===== src/rtl/if_id_queue.sv =====
// IF/ID decoupling queue: DEPTH-entry circular buffer between fetch and decode.
// Optional build macro IF_ID_BSWAP_EN byte-reverses stored instruction words.
module if_id_queue #(
    parameter int unsigned DEPTH  = 4,
    parameter int unsigned ADDR_W = 32,
    parameter int unsigned DATA_W = 32
) (
    input  logic                     clk,
    input  logic                     rst,
    input  logic [5:0]               stall,
    input  logic                     flush,
    input  logic                     if_valid,
    input  logic [ADDR_W-1:0]        if_pc,
    input  logic [DATA_W-1:0]        if_inst,
    output logic                     if_ready,
    output logic                     id_valid,
    output logic [ADDR_W-1:0]        id_pc,
    output logic [DATA_W-1:0]        id_inst,
    output logic                     id_adel,
    output logic [$clog2(DEPTH):0]   q_count
);

    localparam int unsigned PTR_W = $clog2(DEPTH);
    localparam int unsigned CNT_W = PTR_W + 1;
    localparam int unsigned NB    = DATA_W / 8;

    logic [ADDR_W-1:0] r_mem_pc   [DEPTH];
    logic [DATA_W-1:0] r_mem_inst [DEPTH];
    logic              r_mem_adel [DEPTH];

    logic [PTR_W-1:0]  r_wr_ptr;
    logic [PTR_W-1:0]  r_rd_ptr;
    logic [CNT_W-1:0]  r_count;
    logic              r_id_valid;
    logic [ADDR_W-1:0] r_id_pc;
    logic [DATA_W-1:0] r_id_inst;
    logic              r_id_adel;

    logic              w_full;
    logic              w_empty;
    logic              w_push;
    logic              w_pop;
    logic              w_adel_in;
    logic [DATA_W-1:0] w_swapped;
    logic [DATA_W-1:0] w_inst_in;
    logic              w_unused_stall;

    assign w_full    = (r_count == CNT_W'(DEPTH));
    assign w_empty   = (r_count == '0);
    assign w_push    = if_valid && !w_full && !flush;
    assign w_pop     = !stall[2] && !w_empty && !flush;
    assign w_adel_in = (if_pc[1:0] != 2'b00);

    // Only the decode-stop bit of the ctrl stall vector matters here.
    assign w_unused_stall = ^{stall[5:3], stall[1:0]};

    always_comb begin
        w_swapped = if_inst;
`ifdef IF_ID_BSWAP_EN
        for (int i = 0; i < int'(NB); i++) begin
            w_swapped[8*i +: 8] = if_inst[8*(int'(NB)-1-i) +: 8];
        end
`endif
    end

    assign w_inst_in = w_adel_in ? '0 : w_swapped;

    // Storage array carries no reset; validity is tracked by the pointers and count.
    always_ff @(posedge clk) begin
        if (!rst && w_push) begin
            r_mem_pc[r_wr_ptr]   <= if_pc;
            r_mem_inst[r_wr_ptr] <= w_inst_in;
            r_mem_adel[r_wr_ptr] <= w_adel_in;
        end
    end

    always_ff @(posedge clk) begin
        if (rst || flush) begin
            r_wr_ptr   <= '0;
            r_rd_ptr   <= '0;
            r_count    <= '0;
            r_id_valid <= 1'b0;
            r_id_pc    <= '0;
            r_id_inst  <= '0;
            r_id_adel  <= 1'b0;
        end else begin
            if (w_push) begin
                r_wr_ptr <= r_wr_ptr + PTR_W'(1);
            end
            if (!stall[2]) begin
                if (w_empty) begin
                    r_id_valid <= 1'b0;
                    r_id_pc    <= '0;
                    r_id_inst  <= '0;
                    r_id_adel  <= 1'b0;
                end else begin
                    r_id_valid <= 1'b1;
                    r_id_pc    <= r_mem_pc[r_rd_ptr];
                    r_id_inst  <= r_mem_inst[r_rd_ptr];
                    r_id_adel  <= r_mem_adel[r_rd_ptr];
                    r_rd_ptr   <= r_rd_ptr + PTR_W'(1);
                end
            end
            case ({w_push, w_pop})
                2'b10:   r_count <= r_count + CNT_W'(1);
                2'b01:   r_count <= r_count - CNT_W'(1);
                default: r_count <= r_count;
            endcase
        end
    end

    assign if_ready = !w_full;
    assign id_valid = r_id_valid;
    assign id_pc    = r_id_pc;
    assign id_inst  = r_id_inst;
    assign id_adel  = r_id_adel;
    assign q_count  = r_count;

endmodule


===== config.mk =====
export PLATFORM = sky130hd
export DESIGN_NAME = if_id_queue
export DESIGN_NICKNAME = d
export VERILOG_FILES = /design/src/rtl/if_id_queue.sv
export SDC_FILE = /design/constraint.sdc
export NUM_CORES = 1
export LEC_CHECK = 0
export ABC_AREA = 0
export ABC_CLOCK_PERIOD_IN_PS = 3400
export CORE_ASPECT_RATIO = 1.75
export CORE_UTILIZATION = 45
export CTS_BUF_LIST = sky130_fd_sc_hd__clkbuf_8
export CTS_CLUSTER_DIAMETER = 150
export DETAILED_ROUTE_END_ITERATION = 8
export PLACE_DENSITY = 0.67
export SYNTH_ARGS = -nofsm -noshare
export SYNTH_HDL_FRONTEND = slang
export SYNTH_SLANG_ARGS = --single-unit

===== constraint.sdc =====
create_clock -name clk -period 3.4 [get_ports clk]
set_input_delay 0.34 -clock clk [delete_from_list [all_inputs] [get_ports clk]]
set_output_delay 0.34 -clock clk [all_outputs]
set_load 0.1 [all_outputs]

## After elaboration in Yosys (flattened, before gate mapping)

Memory sizes are Yosys's and may differ from the RTL's. A register that Yosys moved wholly into a read port is not among the register bits.
Cells that the tools add are included.

| storage, ports and cells | value |
|---|---|
| bits in writable memories | 260 |
| memory bits (read-only) | 0 |
| logic and storage cells | 48 |
| memories | 3 |
| bits in latches | 0 |
| flip-flop bits (word level) | 73 |
| bits of input ports | 74 |
| output and inout port bits | 70 |

| cells by class | value |
|---|---|
| $mul | 0 |
| reductions and logical operators | 15 |
| equal/unequal tests | 3 |
| add/sub/neg operators | 4 |
| $lt $le $gt $ge | 0 |
| shift operators | 0 |
| muxes and demuxes | 14 |
| divide/modulo/power cells | 0 |
| bitwise gates (word level) | 2 |

Memories:

| memory | words | bits a word | read ports | clocked after Yosys merged registers in | wr ports | RTL line | source |
|---|---|---|---|---|---|---|---|
| r_mem_inst | 4 | 32 | 1 | 1 | 1 | 28 | `logic [DATA_W-1:0] r_mem_inst [DEPTH];` |
| r_mem_pc | 4 | 32 | 1 | 1 | 1 | 27 | `logic [ADDR_W-1:0] r_mem_pc [DEPTH];` |
| r_mem_adel | 4 | 1 | 1 | 1 | 1 | 29 | `logic r_mem_adel [DEPTH];` |

Operators by type and width:

| cell | count |
|---|---|
| $mux W32 | 3 |
| $mux W2 | 6 |
| $pmux W3 S2 | 1 |
| $logic_and A1 B1 Y1 | 5 |
| $logic_not A1 Y1 | 5 |
| $add A2 B1 Y2 const B | 2 |
| $mux W1 | 4 |
| $reduce_bool A2 Y1 | 2 |
| $add A3 B1 Y3 const B | 1 |
| $eq A3 B3 Y1 const B | 1 |
| $logic_not A3 Y1 | 1 |
| $sub A3 B1 Y3 const B | 1 |
| $eq A2 B1 Y1 const B | 1 |
| $eq A2 B2 Y1 const B | 1 |
| $not A1 Y1 | 2 |
| $reduce_and A2 Y1 | 1 |
| $logic_or A1 B1 Y1 | 1 |

## Longest topological paths before layout

Gate-level depths: netlist of the first run.

| depth | value |
|---|---|
| depth after elaboration | 7 |
| mapped depth | 9 |
| mapped depth without buffers | 9 |

## Least setup slack after synthesis of the first run

No wires, ideal clock.

| path | value |
|---|---|
| kind | reg2reg |
| from | reg r_count[0], in the netlist q_count[0] |
| to | mem r_mem_adel[0] (enable) |
| arrival | 3006 ps |
| stages on the path, launching flop included | 4 |
| path slack | -36 ps |
| path buffers | 0 |
| path through | dfxtp_1 -> nor3b_1 -> nor2_1 -> and3_1 |

| between the ends | value |
|---|---|
| word-level cells in the longest chain between the ends | 7 |

RTL lines:

| what | RTL line | source |
|---|---|---|
| from (decl) | 33 | `logic [CNT_W-1:0] r_count;` |
| from (signal assigned) | 105 | `2'b10: r_count <= r_count + CNT_W'(1);` |
| from (signal assigned) | 106 | `2'b01: r_count <= r_count - CNT_W'(1);` |
| from (signal assigned) | 107 | `default: r_count <= r_count;` |
| $eq A3 B3 Y1 | 48 | `assign w_full = (r_count == CNT_W'(DEPTH));` |
| $logic_not A1 Y1 | 50 | `assign w_push = if_valid && !w_full && !flush;` |
| $logic_and A1 B1 Y1 (2 in series) | 50 |  |
| $logic_and A1 B1 Y1 | 70 | `if (!rst && w_push) begin` |
| $mux W1 | 70 |  |
| $mux W1 (implied by the code) | 73 | `r_mem_adel[r_wr_ptr] <= w_adel_in;` |
| to (decl) | 29 |  |

No other way between the ends.

## Worst setup path after layout of the first run

| path | value |
|---|---|
| from | reg r_count[2], in the netlist q_count[2] |
| to | out if_ready |

| between the ends | value |
|---|---|
| word-level cells in the longest chain between the ends | 2 |

RTL lines:

| what | RTL line | source |
|---|---|---|
| $eq A3 B3 Y1 | 48 |  |
| $logic_not A1 Y1 | 112 | `assign if_ready = !w_full;` |
| to (decl) | 15 | `output logic if_ready,` |

No other way between the ends.

==> results.txt, run 1 <==
----------------------------------------------------
[Run status]
  Status ... finished clean

[Routing]
  Per-cell routed wire length ... 21.4 um
  Per-cell via count in the routed design ... 5.45
  Length of the first detailed-routing pass in iterations ... 4
  Vias after detailed routing ... 6040
  Starting DRT DRC Count ... 338
  Routed wire length ... 23800 um
  Antenna Violating Nets Remaining ... 0
  Detailed-route DRC error count ... 0

[Power and ir drop]
  Peak ir drop on the vdd network ... 0.291 mV
  Share of power burned in the clock network ... 0.380
  Pwr dens ... 520 mW/mm2
  Proportion of power drawn by combinational gates ... 0.039
  Power share of the sequential group ... 0.581
  Leakage power ... 4.72 nW
  Pwr Total ... 0.00768 W
  Design internal power ... 0.00608 W
  Switching power of the nets ... 0.00160 W
  Sw Ratio ... 0.209

[Clocking]
  H-tree lvl count ... 2
  Post-CTS setup repair buffer count ... 0
  Buffer depth of the longest clock path ... 3
  Clock-pin slew on the worst setup and hold paths ... 60 ps
  Number of buffers inserted during clock tree synthesis ... 47
  Latest clock arrival within the worst-skew pair ... 550 ps
  Number of hold buffers added after cts ... 0
  Clock root cell ... clkbuf_8
  TritonCTS sink count ... 335
  Number of gates resized after cts ... 0
  TritonCTS clock tree ... done

[Cells and area]
  Area growth from synthesis to layout ... 22.0%
  Share of post-route cells with drive strength above 1 ... 0.194
  Area used by multi-input combinational logic ... 0.00257 mm2
  Filler cell count ... 2081
  Nets@finish ... 829
  Post-route insts no fill ... 1109
  Post-Layout Inst Area ... 0.0148 mm2
  Area taken by flip-flops and latches ... 0.00932 mm2
  Number of antenna repair diodes ... 0
  Final design utilization ... 0.558

[Setup path]
  Crit path DAT ... 2560 ps
  Slowest cell delay on critical path ... 1000 ps
  Startpoint class of the critical path ... flip-flop
  Worst setup path category ... flip-flop to primary output
  Maximum fanout along the worst path ... 5
  Count of buffer and inverter cells on the critical path ... 2
  Crit-path cells ... nor3b_1, inv_1, clkdlybuf4s50_1
  Kind of capture point of the worst setup path ... primary output
  Standard cell with the maximum stage delay on the critical path ... clkdlybuf4s50_1
  Top cell family by delay on the critical path ... buffers and inverters
  Data required time at the worst endpoint ... 3060 ps

[Floorplan]
  I/O pin count ... 144
  Placeable core region ... 0.0265 mm2
  Starting Density ... 0.457
  Chip height ... 219 um
  Rows ... 79
  Horizontal extent of the die ... 126 um
  Die area ... 0.0276 mm2

[STA]
  Fraction of the cycle the final worst path needs ... 0.852
  Clock Skew ... 18.3 ps
  Max Clock Freq ... 0.345 GHz
  Worst-margin pin slew ... 1050 ps
  Final hold vios ... 0
  Final count of pins violating max slew ... 0
  Time the worst path needs with I/O delays and setup ... 2900 ps
  Worst rel slew slack ... 0.301
  Sum Neg Setup Slack ... 0 ps
  Final setup violation count ... 0
  Unrepaired setup endpoints after global routing ... false

[Yosys]
  Gate count of the mapped netlist ... 583
  Yosys reg bits ... 335
  Flip-flop cell with the highest count after synthesis ... edfxtp_1
  Register area share after synthesis ... 0.769
  Syn Area/Cell ... 20.8 um2
  Number of enable flip-flop cells after synthesis ... 260
  Synth Warn # ... 0
  Post-synthesis async set-or-reset flop share ... 0
  Yosys cell types ... 25
  Post-synth net total ... 663
  Netlist area before placement ... 0.0121 mm2

[GRT]
  Maximum number of pins on one net before global-route repair ... 66
  Gr usage total ... 0.179
  Number of antenna violations at the first check in global routing ... 1
  Via count of the first global-routing pass ... 6717
  Grt total ovfl ... 0
  First-pass GRT wire length ... 36900 um

[Placed design]
  Area after detailed placement ... 0.0139 mm2
  Final weighted congestion in routability-driven placement ... 0.751
  Half-perimeter wire length of the detailed placement result ... 13200 um
  Port-buffer cells ... 138
  Count of placed standard cells including taps ... 1024

[Hold path]
  Class of the tightest hold or removal check ... input pin to flip-flop

[Run]
  Max cap viols ... 0

----------------------------------------------------
## synth_stat cells, types with 3 or more instances
library cell	count	area (um2)
a21oi_1	8	40.0
and3_1	4	25.0
buf_2	15	75.1
buf_6	12	135
nor2_1	7	26.3
a22o_1	65	569
or3_1	3	18.8
edfxtp_1	260	7810
clkbuf_1	5	18.8
inv_1	9	33.8
dfxtp_1	75	1500
and2_1	33	206
mux4_2	65	1460
o21ai_0	4	20.0
ha_1	5	62.6
## cell families after synthesis
group / Yosys count / synth area share
DFF: 335 / 0.769
xor gates and xnor gates: 2 / 0.00145
buffers and inverters: 41 / 0.0217
adders and majority gates: 6 / 0.00682
and+or+nand+nor: 56 / 0.0279
muxes: 65 / 0.121
AOI/OAI and AO/OA: 78 / 0.0526
## worst reg2reg max path: cells and delay by family, from the launching register on
kind	cells	cell delay [ps]
adder cells (fa/ha/maj)	2	550
AND/OR/NAND/NOR	3	960
buffers and inverters	1	60
AO/OA/AOI/OAI	1	140
XOR/XNOR	1	160
flip-flops	1	390
## per-stage QoR
| step | hold WS, ps | setup slack (ps) |
|---|---|---|
| 3_3_place_gp | 453 | 723 |
| 6_report | 424 | 505 |
| 3_5_place_dp | 460 | 731 |
| 4_1_cts | 391 | 462 |
| 5_1_grt | 403 | 398 |
| 2_1_floorplan | 439 | 594 |
## final timing paths
path              slack (ps)       start     endpoint  depth (start not counted)
hold / removal           420    if_valid  r_wr_ptr[0]                          3
hold reg to reg          470   id_pc[30]    id_pc[30]                          1
setup reg to reg        1060  q_count[2]   q_count[2]                          8
setup / recovery         500  q_count[2]     if_ready                          3
## power by group through the flow
| stage | Sequential [W] | Combinational [W] | Clock, W |
|---|---|---|---|
| CTS | 0.00446 | 0.000304 | 0.00301 |
| finish | 0.00446 | 0.000300 | 0.00292 |
| global route | 0.00446 | 0.000322 | 0.00317 |
| detailed placement | 0.00455 | 0.000303 | 0 |
| floorplan | 0.00459 | 0.000108 | 0 |
| global placement | 0.00454 | 0.000293 | 0 |
## cells in the final DEF (no fill, tap or decap), types with 6 or more instances in the layout
cell	instances
a21oi_1	8
a22o_1	65
and2_1	32
buf_12	7
clkbuf_8	56
clkdlybuf4s50_1	138
clkinv_2	8
dfxtp_1	73
edfxtp_1	260
inv_1	24
mux4_2	65
nor2_1	6
## layout make-up
class                           count  area share
Timing Repair Buffer              149       0.105
Sequential cell                   335       0.631
Clock inverter                     29     0.00830
Multi-Input combinational cell    207       0.174
Inverter                            9     0.00229
Tap cell                          324      0.0274
Clock buffer                       56      0.0522
## sequential cells by signal (all words and copies together) (netlist names), 2 cells and up, named ones only
register    count
q_count         3
id_inst        32
r_rd_ptr        2
r_mem_pc      128
r_mem_inst    128
id_pc          32
r_mem_adel      4
r_wr_ptr        2
## layer usage
layer / global-route usage / routed length (um) / up-vias
li1: - / - / 2713
met1: 0.203 / 9110 / 3129
met5: 0 / 10 / -
met3: 0.0378 / 1210 / 48
met4: 0.0715 / 600 / 2
met2: 0.325 / 12800 / 148
Note: power is estimated with default switching activity, not from simulation.
==> run 2: changes to the inputs <==
--- a/config.mk
+++ b/config.mk
@@ -12,6 +12,7 @@
 export CTS_BUF_LIST = sky130_fd_sc_hd__clkbuf_8
 export CTS_CLUSTER_DIAMETER = 150
 export DETAILED_ROUTE_END_ITERATION = 8
+export GPL_ROUTABILITY_DRIVEN = 0
 export PLACE_DENSITY = 0.67
 export SYNTH_ARGS = -nofsm -noshare
 export SYNTH_HDL_FRONTEND = slang
==> results of run 2 <==
Final layout, timing and power as in run 1 (identical DEF).
